**src/rtl/trace_capture_if.sv**
```systemverilog
// Readout stream of the trace capture block: one stored sample per beat,
// valid/ready handshake, last marks the final stored sample.
interface trace_capture_if #(
    parameter int DATA_W = 256
);
    logic              rd_valid;
    logic              rd_ready;
    logic [DATA_W-1:0] rd_data;
    logic              rd_last;

    modport master (
        output rd_valid,
        output rd_data,
        output rd_last,
        input  rd_ready
    );

    modport slave (
        input  rd_valid,
        input  rd_data,
        input  rd_last,
        output rd_ready
    );
endinterface

```
**src/rtl/trace_capture.sv**
```systemverilog
// Circular trace buffer: after arm, every cycle stores all probe channels,
// a trigger (external or channel-0 mask/value match) starts a post-trigger
// countdown, then the most recent samples are streamed out oldest first.
module trace_capture #(
    parameter int WIDTH    = 64,
    parameter int CHANNELS = 4,
    parameter int DEPTH    = 16
) (
    input  logic                          clock,
    input  logic                          reset,
    input  logic [CHANNELS*WIDTH-1:0]     probe,
    input  logic                          arm,
    input  logic                          trig_ext,
    input  logic [WIDTH-1:0]              trig_mask,
    input  logic [WIDTH-1:0]              trig_value,
    input  logic [$clog2(DEPTH):0]        post_count,
    output logic [1:0]                    state,
    output logic                          wrapped,
    trace_capture_if.master               rd
);
    localparam int AW = $clog2(DEPTH);
    localparam logic [AW:0] FULL     = (AW+1)'(DEPTH);
    localparam logic [AW:0] MAX_POST = (AW+1)'(DEPTH - 1);

    typedef enum logic [1:0] {
        ST_IDLE  = 2'b00,
        ST_ARMED = 2'b01,
        ST_POST  = 2'b10,
        ST_READ  = 2'b11
    } state_t;

    state_t                      state_r, state_n;
    logic [AW-1:0]               wptr_r, wptr_n;
    logic [AW-1:0]               rptr_r, rptr_n;
    logic [AW:0]                 fill_r, fill_n;
    logic [AW:0]                 remaining_r, remaining_n;
    logic [AW:0]                 beats_r, beats_n;
    logic                        wrapped_r, wrapped_n;
    logic                        rd_valid_r, rd_valid_n;
    logic                        rd_last_r, rd_last_n;
    logic                        we_s;
    logic                        go_read_s;
    logic                        trig_s;
    logic [AW-1:0]               wptr_inc_s;
    logic [AW:0]                 fill_inc_s;
    logic [AW:0]                 post_clamp_s;
    logic [CHANNELS*WIDTH-1:0]   mem [DEPTH];

    // A match trigger needs a non-zero mask; a zero mask leaves only trig_ext.
    assign trig_s = trig_ext |
                    (((probe[WIDTH-1:0] & trig_mask) == (trig_value & trig_mask)) &&
                     (trig_mask != {WIDTH{1'b0}}));

    assign wptr_inc_s   = wptr_r + 1'b1;
    assign fill_inc_s   = (fill_r == FULL) ? FULL : (fill_r + 1'b1);
    assign post_clamp_s = (post_count > MAX_POST) ? MAX_POST : post_count;

    // Next-state logic: arm overrides everything, then capture/readout per state.
    always_comb begin
        state_n     = state_r;
        wptr_n      = wptr_r;
        rptr_n      = rptr_r;
        fill_n      = fill_r;
        remaining_n = remaining_r;
        beats_n     = beats_r;
        wrapped_n   = wrapped_r;
        rd_valid_n  = rd_valid_r;
        rd_last_n   = rd_last_r;
        we_s        = 1'b0;
        go_read_s   = 1'b0;

        if (arm) begin
            state_n    = ST_ARMED;
            wptr_n     = {AW{1'b0}};
            fill_n     = {(AW+1){1'b0}};
            wrapped_n  = 1'b0;
            rd_valid_n = 1'b0;
            rd_last_n  = 1'b0;
        end else begin
            case (state_r)
                ST_IDLE: begin
                    state_n = ST_IDLE;
                end
                ST_ARMED: begin
                    we_s      = 1'b1;
                    wptr_n    = wptr_inc_s;
                    fill_n    = fill_inc_s;
                    wrapped_n = wrapped_r | (fill_r == FULL);
                    if (trig_s) begin
                        remaining_n = post_clamp_s;
                        if (post_clamp_s == {(AW+1){1'b0}}) begin
                            go_read_s = 1'b1;
                        end else begin
                            state_n = ST_POST;
                        end
                    end else begin
                        state_n = ST_ARMED;
                    end
                end
                ST_POST: begin
                    we_s      = 1'b1;
                    wptr_n    = wptr_inc_s;
                    fill_n    = fill_inc_s;
                    wrapped_n = wrapped_r | (fill_r == FULL);
                    if (remaining_r <= (AW+1)'(1)) begin
                        remaining_n = {(AW+1){1'b0}};
                        go_read_s   = 1'b1;
                    end else begin
                        remaining_n = remaining_r - 1'b1;
                    end
                end
                ST_READ: begin
                    if (rd_valid_r && rd.rd_ready) begin
                        if (rd_last_r) begin
                            state_n    = ST_IDLE;
                            rd_valid_n = 1'b0;
                            rd_last_n  = 1'b0;
                        end else begin
                            rptr_n    = rptr_r + 1'b1;
                            beats_n   = beats_r - 1'b1;
                            rd_last_n = (beats_r == (AW+1)'(2));
                        end
                    end else begin
                        state_n = ST_READ;
                    end
                end
                default: begin
                    state_n = ST_IDLE;
                end
            endcase

            // The oldest sample is judged after this cycle's write lands.
            if (go_read_s) begin
                state_n    = ST_READ;
                rptr_n     = (fill_inc_s == FULL) ? wptr_inc_s : {AW{1'b0}};
                beats_n    = fill_inc_s;
                rd_valid_n = 1'b1;
                rd_last_n  = (fill_inc_s == (AW+1)'(1));
            end else begin
                rptr_n = rptr_n;
            end
        end
    end

    // Control state register with asynchronous clear.
    always_ff @(posedge clock or negedge reset) begin
        if (!reset) begin
            state_r     <= ST_IDLE;
            wptr_r      <= {AW{1'b0}};
            rptr_r      <= {AW{1'b0}};
            fill_r      <= {(AW+1){1'b0}};
            remaining_r <= {(AW+1){1'b0}};
            beats_r     <= {(AW+1){1'b0}};
            wrapped_r   <= 1'b0;
            rd_valid_r  <= 1'b0;
            rd_last_r   <= 1'b0;
        end else begin
            state_r     <= state_n;
            wptr_r      <= wptr_n;
            rptr_r      <= rptr_n;
            fill_r      <= fill_n;
            remaining_r <= remaining_n;
            beats_r     <= beats_n;
            wrapped_r   <= wrapped_n;
            rd_valid_r  <= rd_valid_n;
            rd_last_r   <= rd_last_n;
        end
    end

    // Sample storage; contents are not cleared by reset.
    always_ff @(posedge clock) begin
        if (we_s) begin
            mem[wptr_r] <= probe;
        end
    end

    assign state       = state_r;
    assign wrapped     = wrapped_r;
    assign rd.rd_valid = rd_valid_r;
    assign rd.rd_last  = rd_last_r;
    assign rd.rd_data  = mem[rptr_r];
endmodule

```
**src/flat_wrapper.sv**
```systemverilog
// flat-port wrapper written by rule: the top's interface ports become plain ports
module trace_capture_flat 
#(
    parameter int WIDTH    = 64,
    parameter int CHANNELS = 4,
    parameter int DEPTH    = 16
)
  (clock, reset, probe, arm, trig_ext, trig_mask, trig_value, post_count, state, wrapped, rd_rd_valid, rd_rd_data, rd_rd_last, rd_rd_ready);
  trace_capture_if #(.DATA_W(CHANNELS*WIDTH)) rd_i ();
  input  logic clock;
  input  logic reset;
  input  logic [CHANNELS*WIDTH-1:0] probe;
  input  logic arm;
  input  logic trig_ext;
  input  logic [WIDTH-1:0] trig_mask;
  input  logic [WIDTH-1:0] trig_value;
  input  logic [$clog2(DEPTH):0] post_count;
  output logic [1:0] state;
  output logic wrapped;
  output wire logic [$bits(rd_i.rd_valid)-1:0] rd_rd_valid;
  output wire logic [$bits(rd_i.rd_data)-1:0] rd_rd_data;
  output wire logic [$bits(rd_i.rd_last)-1:0] rd_rd_last;
  input wire logic [$bits(rd_i.rd_ready)-1:0] rd_rd_ready;
  assign rd_rd_valid = rd_i.rd_valid;
  assign rd_rd_data = rd_i.rd_data;
  assign rd_rd_last = rd_i.rd_last;
  assign rd_i.rd_ready = rd_rd_ready;
  trace_capture #(.WIDTH(WIDTH), .CHANNELS(CHANNELS), .DEPTH(DEPTH)) u_core (.clock(clock), .reset(reset), .probe(probe), .arm(arm), .trig_ext(trig_ext), .trig_mask(trig_mask), .trig_value(trig_value), .post_count(post_count), .state(state), .wrapped(wrapped), .rd(rd_i));
endmodule
```
**config.mk**
```make
export PLATFORM = sky130hd
export DESIGN_NAME = trace_capture_flat
export DESIGN_NICKNAME = d
export VERILOG_FILES = /design/src/rtl/trace_capture_if.sv /design/src/rtl/trace_capture.sv /design/src/flat_wrapper.sv
export SDC_FILE = /design/constraint.sdc
export NUM_CORES = 2
export LEC_CHECK = 0
export ABC_AREA = 1
export CAP_MARGIN = 40
export CORE_MARGIN = 2
export CORE_UTILIZATION = 40
export CTS_CLUSTER_DIAMETER = 40
export DETAILED_ROUTE_END_ITERATION = 8
export PLACE_DENSITY = 0.63
export REMOVE_ABC_BUFFERS = 1
export SYNTH_ARGS = -nofsm -noshare
export SYNTH_HDL_FRONTEND = slang
export SYNTH_SLANG_ARGS = --single-unit
```
**constraint.sdc**
```tcl
create_clock -name clock -period 13.6 [get_ports clock]
set_clock_uncertainty 0.2 [all_clocks]
set_input_delay 2.04 -clock clock [delete_from_list [all_inputs] [get_ports clock]]
set_output_delay 2.04 -clock clock [all_outputs]
set_load 0.01 [all_outputs]
```
After elaboration in Yosys (flattened, before gate mapping)
Memories as Yosys holds them, arrays and structs flattened.
Index checks and enable logic that the tools add are counted.
{"block": "op_classes", "n_reduce_logical": 19, "eq_ne": 12, "n_bitwise": 5, "n_mux": 46, "n_addsub": 5, "magnitude_cmp": 2}
{"operator": "bitwise AND 64 bit", "count": 2}
{"operator": "equality test 64 bit", "count": 1}
{"operator": "nonzero test 64 bit", "count": 1}
{"operator": "two-way mux 5 bit", "count": 10}
{"operator": "two-way mux 4 bit", "count": 7}
{"operator": "two-way mux 1 bit", "count": 20}
{"operator": "two-way mux 2 bit", "count": 6}
{"operator": "equality test 5 bit, second input constant", "count": 2}
{"operator": "case mux 5 bit (2 select lines)", "count": 1}
{"operator": "subtractor 5 x 1 -> 5 bit, second input constant", "count": 2}
{"operator": "AND reduction 3 bit", "count": 3}
{"operator": "nonzero test 3 bit", "count": 3}
{"operator": "adder 4 x 1 -> 4 bit, second input constant", "count": 2}
{"operator": "nonzero test 2 bit", "count": 4}
{"operator": "case mux 2 bit (3 select lines)", "count": 1}
{"operator": "adder 5 x 1 -> 5 bit, second input constant", "count": 1}
{"operator": "equality test 5 x 1 -> 1 bit, second input constant", "count": 1}
{"operator": "equality test 5 x 2 -> 1 bit, second input constant", "count": 1}
{"operator": "> comparator 5 x 4 -> 1 bit, second input constant", "count": 1}
{"operator": "less-or-equal comparator 5 x 1 -> 1 bit, second input constant", "count": 1}
{"operator": "zero test 5 bit", "count": 1}
{"operator": "!= test 5 x 4 -> 1 bit, second input constant", "count": 1}
{"operator": "!= test 5 bit, second input constant", "count": 1}
{"operator": "nonzero test 5 bit", "count": 1}
{"operator": "12 further kinds", "count": 15}
{"block": "word_totals", "ff_bits": 28, "ramBits": 4096, "n_memories": 1}
{"memory": "u_core.mem", "depth": 16, "width": 256, "rd": 1, "rd_ports_with_merged_regs": 0, "write_ports": 1, "line_no": "trace_capture.sv:47", "rtl": "logic [CHANNELS*WIDTH-1:0] mem [DEPTH];"}

Depth between registers and ports, before layout
{"block": "logic_depth", "word_depth": 9, "ltp_mapped": 17}

Worst setup path after synthesis
Ideal clock, no wire load.
{"block": "synth_path", "path_type": "input -> register", "start": "in arm", "end": "mem u_core.mem[0][0] (netlist bit) (enable)", "arrival_ps": 13361, "setup_slack_ps": -840, "stages": 4, "path_buffers": 1, "cell_sequence": "buf_2 > nor2_1 > nand2_1 > nor2_1"}
{"block": "synth_between", "elab_chain_len": 3}
{"element": "start: declaration", "line_no": "flat_wrapper.sv:13", "rtl": "input logic arm;"}
{"element": "two-way mux 1 bit", "line_no": "trace_capture.sv:72", "rtl": "if (arm) begin"}
{"element": "two-way mux 1 bit", "line_no": "trace_capture.sv:172", "rtl": "if (we_s) begin"}
{"element": "two-way mux 1 bit (implied by the code)", "line_no": "trace_capture.sv:173", "rtl": "mem[wptr_r] <= probe;"}
{"element": "end: declaration", "line_no": "trace_capture.sv:47"}
No other way between the ends.

Worst setup path after layout
{"block": "layout_path", "start": "reg u_core.rptr_r[1]", "end": "out rd_rd_data[7]"}
{"block": "layout_between", "elab_chain_len": 1}
{"element": "start: declaration", "line_no": "trace_capture.sv:34", "rtl": "logic [AW-1:0] rptr_r, rptr_n;"}
{"element": "start signal: assignment", "line_no": "trace_capture.sv:150", "rtl": "rptr_r <= {AW{1'b0}};"}
{"element": "start signal: assignment", "line_no": "trace_capture.sv:160", "rtl": "rptr_r <= rptr_n;"}
{"element": "memory (16 x 256 bit)"}
{"element": "end: declaration", "line_no": "flat_wrapper.sv:21", "rtl": "output wire logic [$bits(rd_i.rd_data)-1:0] rd_rd_data;"}
No other way between the ends.

==> metrics.yaml <==
routing:
  drcViolationCount: 0
  postRouteAntennaNets: 0
  viasPerCell: 5.72
  first_pass_iters: 6
  num_vias: 102143
  drt-wirelength-per-cell_um: 25.5
  drt_wl_total_um: 455000
  route.top_layer_used: "met5"
  detailroute.wirelength.met3_um: 32000
  routed_length_on_met1_um: 188000
  drt_iter0_drc: 11023
  wl_met2_um: 215000
yosys:
  postSynth.asyncResetShare_pct: 0.679
  synthTopCellsByCount: "4096 x sky130_fd_sc_hd__edfxtp_1, 2336 x sky130_fd_sc_hd__nor2_1, 2246 x sky130_fd_sc_hd__o21ai_0, 621 x sky130_fd_sc_hd__clkbuf_1, 583 x sky130_fd_sc_hd__o22ai_1"
  synth.ff_latch_count: 4124
  synth_enable_flop_cells: 4096
  yosys_warnings: 0
  synth_top_cell_by_area: "sky130_fd_sc_hd__edfxtp_1"
  synth-seq-area-share_pct: 77.1
  avgSynthCellArea_um2: 13.9
  yosys_most_used_dff: "sky130_fd_sc_hd__edfxtp_1"
  synthDistinctLibCells: 42
  share_of_the_synthesized_area_in_the_top_cell_type_pct: 76.7
  leading_cell_type_by_number_of_instances_after_synthesis: "sky130_fd_sc_hd__edfxtp_1"
  syn-instance-count: 11564
  synth.area.top_cells: "sky130_fd_sc_hd__edfxtp_1 77%, sky130_fd_sc_hd__o21ai_0 7.0%, sky130_fd_sc_hd__nor2_1 5.5%, sky130_fd_sc_hd__o221ai_1 2.7%, sky130_fd_sc_hd__o22ai_1 2.3%"
  netlist_area_um2: 160000
layout:
  finish.net_count: 12526
  flow.area_growth_from_synthesis_pct: 19.4
  drive_above_1_share_pct: 8.75
pwr:
  share_seq_of_total_power_pct: 42.9
  switchingPower_mw: 9.34
  static-leakage-power_nw: 61.6
  p_int_mw: 25.1
  power.ir.vdd_worst_mv: 0.160
  power_frac_clock_pct: 41.9
  power_density_nw_per_um2: 180
  pwr-share-comb_pct: 15.3
  power.share.switching_pct: 27.1
setup_path:
  endpoint_kind: "output pin"
  worst_path_dominant_cell_family: "buffers and inverters"
  worst-path-max-fanout: 155
  required_ns: 11.36
  max_stage_delay_ns: 0.95
  cp.arrival_ns: 6.66
  setup.worst_path.start_class: "flip-flop"
  timing.setup.critical_path_class: "flip-flop to output pin"
  crit_path_frequent_cell: "sky130_fd_sc_hd__buf_4"
  crit_slowest_cell: "sky130_fd_sc_hd__dfrtp_4"
  cell_by_cell_trace_of_the_critical_path: "buf_12, buf_4, buf_4, buf_4, o21ai_0, o221ai_1, o211ai_1, nand2_1, clkdlybuf4s50_1"
  buf_inv_on_cp: 5
timing:
  timing_max_transition_violations_final: 0
  report.final.setup_viol: 0
  final_period_minus_worst_setup_slack_ns: 8.90
  relative_slew_slack_pct: 17.1
  period_share_pct: 65.5
  achievable-frequency_ghz: 0.112
  unrepaired_setup_endpoints_after_global_routing: "false"
  hold_vio_cnt_final: 0
  tightestPinTransition_ns: 1.24
  totalNegativeSetupSlack_ns: 0
  worst_slack_ns: 4.70
grt:
  groute.usage.overall_pct: 21.6
  number_of_global_route_vias_before_repair: 98468
  grt_first_pass_wirelength_um: 659000
  grt_antenna_before_repair: 58
  grt_max_degree: 222
  grt.overflow.total: 0
clock_network:
  clk_transition_reported_paths_ns: 0.05
  numCtsBuffers: 544
  tritoncts: "done"
  clock_path_buffers: 4
  clock_sink_count: 4124
  h_tree_depth_reported_by_cts: 6
  post_cts.repair.setup_buffers: 0
  worst_skew_pair.late_latency_ns: 0.98
  holdBufCountCts: 0
  ctsResizeCount: 0
  root_buffer: "sky130_fd_sc_hd__clkbuf_16"
outcome:
  result_of_the_run: "complete, no violations"
floorplanning:
  dieArea_um2: 406000
  core.rowCount: 232
  core_um2: 399000
  overall_die_width_um: 637
  initial_core_util_pct: 40.2
  io_pins: 655
  die_y_um: 637
placement:
  place_ws_ns: 5.76
  hpwl_um: 226000
  port_buffers: 654
  gp_congestion: 0.801
min_path:
  min-delay-path-class: "flip-flop to flip-flop"
flow_run:
  drv_cap: 0
layer usage:
| metal | vias to the layer above | global-route usage [%] |
|---|---|---|
| li1 | 45385 | - |
| met2 | 4318 | 34.7 |
| met4 | 18 | 10.1 |
| met3 | 801 | 2.94 |
| met1 | 51621 | 29.1 |
| met5 | - | 0 |
flip-flops by register name, indices dropped and copies added, names as in the netlist:
signal	flops
u_core.state	2
u_core.rd.rd_valid	1
u_core.fill_r	5
u_core.wptr_r	4
u_core.wrapped	1
u_core.rd.rd_last	1
u_core.remaining_r	5
u_core.beats_r	5
u_core.rptr_r	4
u_core.mem	4096
power groups by stage:
stage	logic [mW]	clock network, mW	registers (mW)
after global routing	5.68	15.1	14.8
after floorplan	3.37	0	15.5
after detailed placement	5.26	0	15.0
after global placement	5.18	0	15.0
after CTS	5.28	14.6	14.8
final	5.25	14.4	14.8
final timing paths:
| check | startpoint | to | slack [ns] | cells after the start |
|---|---|---|---|---|
| worst max-delay path | u_core.rptr_r[1]$_DFFE_PN0P_ | rd_rd_data[7] | 4.70 | 9 |
| worst min-delay path | u_core.wrapped$_DFFE_PN0P_ | u_core.wrapped$_DFFE_PN0P_ | 0.31 | 1 |
| worst max register to register | u_core.state[0]$_DFFE_PN0P_ | u_core.mem[15][247]$_DFFE_PP_ | 8.56 | 9 |
| min in group asynchronous | reset | u_core.remaining_r[0]$_DFFE_PN0P_ | 1.24 | 2 |
| worst min register to register | u_core.wrapped$_DFFE_PN0P_ | u_core.wrapped$_DFFE_PN0P_ | 0.31 | 1 |
| max in group asynchronous | reset | u_core.rptr_r[2]$_DFFE_PN0P_ | 11.60 | 2 |
cell usage in the layout (no fill, tap or decap), types with 12 or more instances in the layout:
| master | n |
|---|---|
| sky130_fd_sc_hd__clkinv_1 | 69 |
| sky130_fd_sc_hd__o221ai_1 | 497 |
| sky130_fd_sc_hd__nand2_1 | 330 |
| sky130_fd_sc_hd__inv_6 | 43 |
| sky130_fd_sc_hd__inv_16 | 12 |
| sky130_fd_sc_hd__buf_12 | 57 |
| sky130_fd_sc_hd__bufinv_16 | 58 |
| sky130_fd_sc_hd__clkbuf_1 | 65 |
| sky130_fd_sc_hd__diode_2 | 39 |
| sky130_fd_sc_hd__nor2_1 | 2316 |
| sky130_fd_sc_hd__clkdlybuf4s50_1 | 654 |
| sky130_fd_sc_hd__o22ai_1 | 583 |
| sky130_fd_sc_hd__inv_8 | 21 |
| sky130_fd_sc_hd__dfrtp_1 | 24 |
| sky130_fd_sc_hd__o21ai_0 | 2245 |
| sky130_fd_sc_hd__clkinv_2 | 68 |
| sky130_fd_sc_hd__clkinvlp_4 | 37 |
| sky130_fd_sc_hd__nand3_1 | 143 |
| sky130_fd_sc_hd__ha_1 | 15 |
| sky130_fd_sc_hd__clkinv_8 | 23 |
| sky130_fd_sc_hd__o32ai_1 | 13 |
| sky130_fd_sc_hd__inv_1 | 72 |
| sky130_fd_sc_hd__mux2i_1 | 40 |
| sky130_fd_sc_hd__o211ai_1 | 218 |
| sky130_fd_sc_hd__nor2_4 | 16 |
| sky130_fd_sc_hd__o21ai_1 | 19 |
| sky130_fd_sc_hd__buf_4 | 119 |
| sky130_fd_sc_hd__clkinv_4 | 31 |
| sky130_fd_sc_hd__buf_16 | 19 |
| sky130_fd_sc_hd__clkbuf_16 | 547 |
| sky130_fd_sc_hd__edfxtp_1 | 4096 |
| sky130_fd_sc_hd__nand3b_1 | 17 |
| sky130_fd_sc_hd__clkinv_16 | 19 |
cell type report:
class | instances | area [um2]
Multi-Input combinational cell | 6513 | 33100
Fill cell | 34050 | 208000
Inverter | 76 | 324
Tap cell | 5265 | 6590
Clock inverter | 377 | 4630
Antenna cell | 39 | 97.6
Sequential cell | 4124 | 124000
Timing Repair Buffer | 858 | 9220
Clock buffer | 612 | 13900
logic make-up after synthesis:
| family | count (synthesis) | synth area share [%] |
|---|---|---|
| flops | 4124 | 77.1 |
| compound gates | 3600 | 13.3 |
| simple gates | 2847 | 6.85 |
| buf+inv | 927 | 2.36 |
| mux | 40 | 0.250 |
| fa+ha+maj | 15 | 0.117 |
| xor+xnor | 11 | 0.0601 |
worst register-to-register path, delay by kind of cell, from the launching register on:
| kind | cells | cell delay, ns |
|---|---|---|
| adder cells (fa/ha/maj) | 1 | 0.39 |
| flip-flops | 1 | 0.44 |
| AND/OR/NAND/NOR | 3 | 1.19 |
| buffers and inverters | 5 | 2.32 |
metrics by stage:
stage / total power [mW] / area, um2 / hold slack, ns / std cells / util, %
floorplan: 18.9 / 157000 / 0.289 / 10713 / -
global placement: 20.2 / 172000 / 0.283 / 16799 / 43.1
detailed placement: 20.3 / 173000 / 0.283 / 16836 / 43.3
CTS: 34.6 / 191000 / 0.300 / 17825 / 47.9
global route: 35.6 / 192000 / 0.314 / 17857 / 48.0
finish: 34.4 / 192000 / 0.307 / 17864 / 48.0
No activity file was read; power rests on OpenSTA's default activity.
